## src/rtl/alu_seq_core.sv

```systemverilog
// ALU execution core: one registered result per accepted command.
// MUL runs as a DATASIZE-step shift-add; every other op takes one cycle.
module alu_seq_core #(
  parameter int DATASIZE   = 8,
  parameter int OUTPUTSIZE = 2*DATASIZE
) (
  input  logic                  clk,
  input  logic                  rst_n,
  input  logic                  in_valid,
  output logic                  in_ready,
  input  logic [2:0]            in_op,
  input  logic [DATASIZE-1:0]   in_a,
  input  logic [DATASIZE-1:0]   in_b,
  output logic                  out_valid,
  input  logic                  out_ready,
  output logic [OUTPUTSIZE-1:0] out_result,
  output logic                  out_carry,
  output logic                  out_zero
);

  localparam int SHW  = $clog2(DATASIZE);
  localparam int PADW = OUTPUTSIZE - DATASIZE;

  localparam logic [2:0] OP_ADD = 3'b000;
  localparam logic [2:0] OP_SUB = 3'b001;
  localparam logic [2:0] OP_MUL = 3'b010;
  localparam logic [2:0] OP_AND = 3'b011;
  localparam logic [2:0] OP_OR  = 3'b100;
  localparam logic [2:0] OP_XOR = 3'b101;
  localparam logic [2:0] OP_SHL = 3'b110;
  localparam logic [2:0] OP_SHR = 3'b111;

  typedef enum logic [1:0] {
    S_IDLE,
    S_MUL_BUSY,
    S_HOLD
  } state_t;

  state_t r_state;
  state_t w_next;

  logic [DATASIZE-1:0]   r_a;
  logic [DATASIZE-1:0]   r_b;
  logic [OUTPUTSIZE-1:0] r_acc;
  logic [SHW-1:0]        r_cnt;
  logic [OUTPUTSIZE-1:0] r_result;
  logic                  r_carry;
  logic                  r_zero;
  logic                  r_valid;

  logic                  w_accept;
  logic                  w_mul_last;
  logic [DATASIZE:0]     w_sum;
  logic [DATASIZE-1:0]   w_diff;
  logic [OUTPUTSIZE-1:0] w_in_a_ext;
  logic [OUTPUTSIZE-1:0] w_r_a_ext;
  logic [OUTPUTSIZE-1:0] w_acc_nxt;
  logic [OUTPUTSIZE-1:0] w_res;
  logic                  w_cy;

  assign in_ready   = (r_state == S_IDLE) && rst_n;
  assign w_accept   = in_valid && in_ready;
  assign w_mul_last = (r_state == S_MUL_BUSY) &&
                      (r_cnt == SHW'(DATASIZE-1));

  assign w_sum      = {1'b0, in_a} + {1'b0, in_b};
  assign w_diff     = in_a - in_b;
  assign w_in_a_ext = {{PADW{1'b0}}, in_a};
  assign w_r_a_ext  = {{PADW{1'b0}}, r_a};
  assign w_acc_nxt  = r_b[r_cnt] ? r_acc + (w_r_a_ext << r_cnt) : r_acc;

  always_comb begin
    w_res = '0;
    w_cy  = 1'b0;
    unique case (in_op)
      OP_ADD: begin
        w_res = {{(PADW-1){1'b0}}, w_sum};
        w_cy  = w_sum[DATASIZE];
      end
      OP_SUB: begin
        w_res = {{PADW{1'b0}}, w_diff};
        w_cy  = (in_a < in_b);
      end
      OP_MUL: w_res = '0;
      OP_AND: w_res = {{PADW{1'b0}}, in_a & in_b};
      OP_OR:  w_res = {{PADW{1'b0}}, in_a | in_b};
      OP_XOR: w_res = {{PADW{1'b0}}, in_a ^ in_b};
      OP_SHL: w_res = w_in_a_ext << in_b[SHW-1:0];
      OP_SHR: w_res = {{PADW{1'b0}}, in_a >> in_b[SHW-1:0]};
    endcase
  end

  always_comb begin
    w_next = r_state;
    unique case (r_state)
      S_IDLE:
        if (w_accept)
          w_next = (in_op == OP_MUL) ? S_MUL_BUSY : S_HOLD;
      S_MUL_BUSY:
        if (w_mul_last) w_next = S_HOLD;
      S_HOLD:
        if (out_ready) w_next = S_IDLE;
      default: w_next = S_IDLE;
    endcase
  end

  always_ff @(posedge clk) begin
    if (!rst_n) r_state <= S_IDLE;
    else        r_state <= w_next;
  end

  always_ff @(posedge clk) begin
    if (!rst_n) begin
      r_a      <= '0;
      r_b      <= '0;
      r_acc    <= '0;
      r_cnt    <= '0;
      r_result <= '0;
      r_carry  <= 1'b0;
      r_zero   <= 1'b0;
      r_valid  <= 1'b0;
    end else begin
      if (w_accept) begin
        if (in_op == OP_MUL) begin
          r_a   <= in_a;
          r_b   <= in_b;
          r_acc <= '0;
          r_cnt <= '0;
        end else begin
          r_result <= w_res;
          r_carry  <= w_cy;
          r_zero   <= (w_res == '0);
          r_valid  <= 1'b1;
        end
      end
      if (r_state == S_MUL_BUSY) begin
        r_acc <= w_acc_nxt;
        r_cnt <= r_cnt + 1'b1;
        if (w_mul_last) begin
          r_result <= w_acc_nxt;
          r_carry  <= 1'b0;
          r_zero   <= (w_acc_nxt == '0);
          r_valid  <= 1'b1;
        end
      end
      if (r_state == S_HOLD && out_ready)
        r_valid <= 1'b0;
    end
  end

  assign out_valid  = r_valid;
  assign out_result = r_result;
  assign out_carry  = r_carry;
  assign out_zero   = r_zero;

endmodule

```

## config.mk

```make
export PLATFORM = sky130hd
export DESIGN_NAME = alu_seq_core
export DESIGN_NICKNAME = d
export VERILOG_FILES = /design/src/rtl/alu_seq_core.sv
export SDC_FILE = /design/constraint.sdc
export NUM_CORES = 1
export LEC_CHECK = 0
export CAP_MARGIN = 20
export CORE_UTILIZATION = 45
export DETAILED_ROUTE_END_ITERATION = 7
export PLACE_DENSITY = 0.72
export SLEW_MARGIN = 20
export SYNTH_ARGS = -nofsm -noshare
export SYNTH_HDL_FRONTEND = slang
export SYNTH_SLANG_ARGS = --single-unit
```

## constraint.sdc

```tcl
create_clock -name clk -period 5.8 [get_ports clk]
set_input_delay 0.58 -clock clk [delete_from_list [all_inputs] [get_ports clk]]
set_output_delay 0.58 -clock clk [all_outputs]
set_load 0.05 [all_outputs]
```

==> out/metrics.yaml, run 1 <==
port_buffers: 42
yosys_most_used_dff: "dfxtp_1"
finalCritPeriodShare_pct: 72.70
grt_pass1_vias: 4893
dpl.hpwl_mm: 12.04
critPathMaxFanout: 26
drt_wl_total_mm: 16.27
highest_layer: "met4"
ys_seq_area_share_pct: 21.29
start_util_pct: 46.12
gp_congestion: 0.9830
post_cts_buffers: 0
cts_tree: "done"
rows: 39
slew_headroom_pct: 29.94
overflow: 0
ctsHoldBuffers: 0
design.core.area_um2: 11420
setup_tns_ps: 0
met3_length_mm: 1.179
antenna_found_initial: 0
nets: 788
rsz0062_at_grt: "false"
cts-buffers-inserted: 5
setup_violations: 0
power.share.combinational_pct: 26.7
grt_usage_pct: 27.40
clockBufferDepth: 2
antenna_left: 0
dr_wl_met2_mm: 7.413
start_kind: "primary input"
ys_types: 70
critPathRequiredTime_ps: 5980
wl_met1_mm: 7.132
fin_worst_skew_ps: 8.821
async_flop_share_pct: 0
max-cap-violations: 0
crit_path_max_incr_delay_ps: 840
p_leak_nw: 2.183
crit_chain: "clkdlybuf4s50_1 > buf_4 > clkinv_1 > ha_1 > a21oi_1 > nor2_1 > a2111oi_0 > nor2_1 > a211o_1 > a21oi_1 > nor4_1 > a31oi_1 > o41ai_2"
drt_drc_violations_left: 0
design_area_um2: 5861
hold_path_class: "flip-flop to flip-flop"
ys.warnings.count: 0
layout_common_cells: "nand2_1, a21oi_1, nor2_1"
firstDrtPassIters: 7
vias_per_cell: 6.284
synthToLayoutAreaGrowth_pct: 11.29
fin_crit_ps: 4217
placed_area_um2: 5710
clkTransAtPathRegs_ps: 80
synth_nets: 783
clk_latency_ps: 300
die_area_um2: 12140
powerDensity_nw_per_um2: 167.1
final_common_cell: "nand2_1"
grt_pass1_wl_mm: 25.51
die_h_um: 110.2
syn_inst: 715
power.share.clock_pct: 32.6
wl_per_cell_um: 18.83
utilization_pct: 51.33
dr_total_vias: 5429
internal_power_mw: 0.6538
first_iter_violations: 619
tightestPinTransition_ps: 1051
syn_area_per_cell_um2: 7.365
post_cts_resized: 0
status: "finished clean"
crit_slowest_cell: "a2111oi_0"
drive_gt1_share_pct: 6.657
synth.area.top_cells: "dfxtp_1, ha_1, nand2_1"
crit_type: "primary input to flip-flop"
endpoint_kind: "flip-flop"
synth_edf_count: 0
synth_top_cell_by_area: "dfxtp_1"
synth_area_um2: 5266
slew_violations: 0
die_w_um: 110.2
p_sw_mw: 0.3256
max_freq_ghz: 0.2372
ys_seq_elements: 56
switching_share_pct: 33.24
arrival_ps: 4400
grt_max_degree: 52
ir_worst_vdd_v: 0.0001136
hold_viol: 0
cts.sinks: 56
pin_count: 43
yosysTopAreaCellShare_pct: 21.29
pwr-share-seq_pct: 40.6
cts_root_buf: "clkbuf_16"
htree_levels: 2
n_antenna_cell: 0
## worst paths after layout
path                                from        to  slack, ps  cells past startpoint
worst max-delay path             in_b[1]  out_zero       1580                     13
worst min-delay path              r_b[7]    r_b[7]        460                      2
worst max register to register  r_cnt[2]  out_zero       1660                     13
worst min register to register    r_b[7]    r_b[7]        460                      2
## metrics by stage
step	hold WS (ps)	power, mW	cells	setup slack (ps)
5_1_grt	482.1	1.015	864	1368
2_1_floorplan	433.1	0.5816	715	1962
6_report	462.2	0.9794	864	1583
4_1_cts	459.5	0.9761	864	1684
3_5_place_dp	449.3	0.6623	856	1426
3_3_place_gp	442.1	0.6593	856	1507
## final cells by class
type | count | area (um^2)
clock buffers | 5 | 125.1
repair buffers | 49 | 473.0
flip-flops and latches | 56 | 1121
inverters | 37 | 138.9
well taps | 143 | 178.9
multi-input cells | 571 | 3801
clock inverters | 3 | 22.52
fillers | 1109 | 5558
## logic make-up after synthesis
group                      Yosys count  synth area share, %
xor gates and xnor gates            16                2.661
buffers and inverters               88                6.581
and+or+nand+nor                    258                22.81
AOI/OAI and AO/OA                  214                25.92
muxes                               38                9.622
DFF                                 56                21.29
adders and majority gates           45                11.12
## flip-flops by register name, indices dropped and copies added (netlist names), 2 cells and up
register and flops:
r_acc 16, r_cnt 3, r_a 8, out_result 16, r_b 8, r_state 2
## routing by layer
layer / vias to the layer above / GRT usage (%)
met3: 42 / 2.352
met5: - / 0
met1: 2544 / 37.57
met2: 253 / 44.96
li1: 2590 / -
met4: 0 / 9.868
## power groups by stage
| stage | logic, mW | registers (mW) | clock network, mW |
|---|---|---|---|
| 5_1_grt | 0.281 | 0.399 | 0.335 |
| 3_3_place_gp | 0.252 | 0.407 | 0 |
| 6_report | 0.262 | 0.398 | 0.319 |
| 3_5_place_dp | 0.255 | 0.407 | 0 |
| 4_1_cts | 0.257 | 0.398 | 0.321 |
| 2_1_floorplan | 0.159 | 0.422 | 0 |
## cell usage after synthesis (4+ instances only)
| cell type | count |
|---|---|
| a21o_1 | 5 |
| a21oi_1 | 71 |
| and3_1 | 6 |
| nor2b_1 | 9 |
| nor2_1 | 68 |
| buf_2 | 6 |
| a211oi_1 | 13 |
| mux4_2 | 8 |
| clkinv_1 | 4 |
| ha_1 | 42 |
| a31oi_1 | 18 |
| mux2_2 | 11 |
| a221oi_1 | 5 |
| a2bb2oi_1 | 4 |
| a311oi_1 | 7 |
| nor3b_1 | 4 |
| nand2_1 | 100 |
| dfxtp_1 | 56 |
| or3_1 | 4 |
| o211ai_1 | 5 |
| mux2i_1 | 18 |
| o21ai_0 | 38 |
| inv_1 | 33 |
| xor2_1 | 5 |
| xnor2_1 | 11 |
| clkbuf_1 | 40 |
| o21bai_1 | 5 |
| nor3_1 | 15 |
| or2_2 | 4 |
| nand3_1 | 23 |
| o22ai_1 | 6 |
| a22oi_1 | 5 |
## worst max-delay path: cells and delay by family
family	cells	cell delay (ps)
buf+inv	3	1130
fa+ha+maj	1	440
compound gates	6	1950
simple gates	3	280
(Power assumes the default switching activity.)
==> run 2, diff against run 1 <==
--- a/config.mk
+++ b/config.mk
@@ -8,7 +8,7 @@
 export CAP_MARGIN = 20
 export CORE_UTILIZATION = 45
 export DETAILED_ROUTE_END_ITERATION = 7
-export PLACE_DENSITY = 0.72
+export PLACE_DENSITY = 0.75
 export SLEW_MARGIN = 20
 export SYNTH_ARGS = -nofsm -noshare
 export SYNTH_HDL_FRONTEND = slang
==> constraint.sdc (replaced) <==
create_clock -name clk -period 3.8 [get_ports clk]
set_input_delay 0.38 -clock clk [delete_from_list [all_inputs] [get_ports clk]]
set_output_delay 0.38 -clock clk [all_outputs]
set_load 0.05 [all_outputs]
==> run 2 against run 1 <==
Net effect: non-clock buffer count grew 31; first-iteration DRC count shrank 7.1%; via count grew 3.3%; utilization grew 2.1 points; critical path type is now flip-flop to flip-flop; largest cell class unchanged; largest power group unchanged.
==> out/metrics.yaml, run 2 (synthesized netlist as in run 1, its figures left out) <==
arrival_ps: 3870  # -530 ps
reg2reg_from: "r_cnt[1]"
post_cts_buffers: 0  # unchanged
path_depth: 13  # unchanged
dr_total_vias: 5608  # +3.3%
die_w_um: 110.2  # unchanged
vias_per_cell: 6.266  # -0.28%
synthToLayoutAreaGrowth_pct: 15.78
layout_common_cells: "nand2_1, a21oi_1, nor2_1"
fin_crit_ps: 3644
grt_max_degree: 51  # -1.9%
finalCritPeriodShare_pct: 95.89
hp-start: "r_b[6]"
endpoint_kind: "flip-flop"
crit_slowest_cell: "or4b_2"
clkTransAtPathRegs_ps: 70  # about the same
slew_violations: 0  # unchanged
ctsHoldBuffers: 0  # unchanged
rsz0062_at_grt: "false"
htree_levels: 2  # unchanged
cts_tree: "done"
crit_type: "flip-flop to flip-flop"
wl_per_cell_um: 18.64  # -0.98%
critical_path.endpoint: "out_result[15]"
hold_viol: 0  # unchanged
first_iter_violations: 575  # -7.1%
max-cap-violations: 0  # unchanged
rows: 39  # unchanged
nets: 819  # +3.9%
die_area_um2: 12140  # unchanged
drt_wl_total_mm: 16.68  # +2.6%
worst-path-buf-inv: 0  # -3
grt_pass1_wl_mm: 26.22  # +2.8%
cts-buffers-inserted: 5  # unchanged
setup_tns_ps: 0  # unchanged
start_kind: "flip-flop"
setup_violations: 0  # unchanged
r2r_cells: 13  # unchanged
hold_path_class: "flip-flop to flip-flop"
pin_count: 43  # unchanged
max_freq_ghz: 0.2744
dpl.hpwl_mm: 12.91  # +7.2%
rrSetupSlack_ps: 160  # -1500 ps
fin_worst_skew_ps: 9.032  # +0.2114 ps
crit_chain: "mux2_2 > o21ai_0 > mux2i_1 > ha_1 > nand3_1 > nor2_1 > a311oi_1 > o21ai_0 > nand2_1 > or4b_2 > nand3_1 > a22oi_1 > nor2_1"
start_util_pct: 46.12  # unchanged
crit_start: "r_cnt[1]"
p_leak_nw: 2.334  # +6.9%
antenna_found_initial: 0  # unchanged
ir_worst_vdd_v: 0.0002321  # +100%
place_inst: 887  # +3.6%
gp_congestion: 0.9591  # -2.4%
clk_latency_ps: 300  # about the same
design_area_um2: 6097  # +4.0%
placed_area_um2: 5943  # +4.1%
crit_path_max_incr_delay_ps: 620  # -220 ps
status: "finished clean"
cp_top_family: "simple AND/OR/NAND/NOR gates"
rr_endpoint: "out_result[15]"
design.core.area_um2: 11420  # unchanged
n_antenna_cell: 0  # unchanged
drt_drc_violations_left: 0  # unchanged
critPathRequiredTime_ps: 4030  # -1950 ps
die_h_um: 110.2  # unchanged
overflow: 0  # unchanged
grt_usage_pct: 27.98  # +0.58 points
drive_gt1_share_pct: 10.77  # +4.1 points
holdWs_ps: 458.3  # -3.937 ps
slew_headroom_pct: 29.76  # -0.18 points
stdcell_count: 895  # +3.6%
powerDensity_nw_per_um2: 247.1  # +48%
port_buffers: 42  # unchanged
grt_pass1_vias: 5110  # +4.4%
final_common_cell: "nand2_1"
clockBufferDepth: 2  # unchanged
tightestPinTransition_ps: 1054  # +2.635 ps
cts.sinks: 56  # unchanged
cts_root_buf: "clkbuf_16"
firstDrtPassIters: 5  # -2
antenna_left: 0  # unchanged
critPathMaxFanout: 13  # -50%
## run 2: cell count changes in the layout (fill, tap and decap cells not counted), moves of 2 or more
cell,delta
o21ai_0,-2
o21ai_1,+2
dfxtp_1,-2
dfxtp_2,+2
buf_4,+31
## run 2: layout make-up
type	instances	area [um^2]
flip-flops and latches	56	1124
fillers	1081	5321
clock inverters	3	21.27
clock buffers	5	125.1
well taps	143	178.9
multi-input cells	571	3804
repair buffers	80	705.7
inverters	37	138.9
## run 2: stage by stage
stage,setup WS (ps),total power [mW],utilization (%)
floorplan,162.3,0.8877,-
global placement,146.8,1.027,52.05
detailed placement,86.74,1.033,52.05
CTS,56.10,1.497,53.33
global route,0.8065,1.561,53.40
finish,156.0,1.507,53.40
## run 2: worst min-delay path: stages (launching register included)
cell	delay, ps
dfxtp_1	310
nand2_1	50
a21oi_1	50
## run 2: worst min-delay path by stage
stage	slack, ps	cells after the start	end
after floorplan	430	2	r_b[4]
after global placement	440	2	r_b[0]
after detailed placement	450	2	r_b[6]
after CTS	460	2	r_b[6]
after global routing	480	2	r_b[1]
final	460	2	r_b[6]
## run 2: routing by layer
layer | vias up | share of wire, % | global-route usage (%)
met4 | 0 | 2.6 | 7.801
met3 | 35 | 7.2 | 3.527
met1 | 2664 | 44 | 37.25
li1 | 2650 | - | -
met5 | - | 0 | 0
met2 | 259 | 46 | 47.46
## run 2: report_power, final
| part | switching, mW | internal [mW] | leakage [nW] |
|---|---|---|---|
| registers | 0.00952 | 0.598 | 0.454 |
| clock network | 0.229 | 0.246 | 0.0702 |
| logic | 0.256 | 0.168 | 1.81 |
| total | 0.495 | 1.01 | 2.33 |
## run 2: what timing repair did
action                     in CTS  in global routing
hold endpoints to repair        0                  0
gates resized for setup         0                  6
setup endpoints to repair       0                  9
==> run 3, diff against run 2 <==
--- a/config.mk
+++ b/config.mk
@@ -9,7 +9,6 @@
 export CORE_UTILIZATION = 45
 export DETAILED_ROUTE_END_ITERATION = 7
 export PLACE_DENSITY = 0.75
-export SLEW_MARGIN = 20
 export SYNTH_ARGS = -nofsm -noshare
 export SYNTH_HDL_FRONTEND = slang
 export SYNTH_SLANG_ARGS = --single-unit
==> results of run 3 <==
Same layout as run 2: the final DEF is identical, and so are final timing and power.
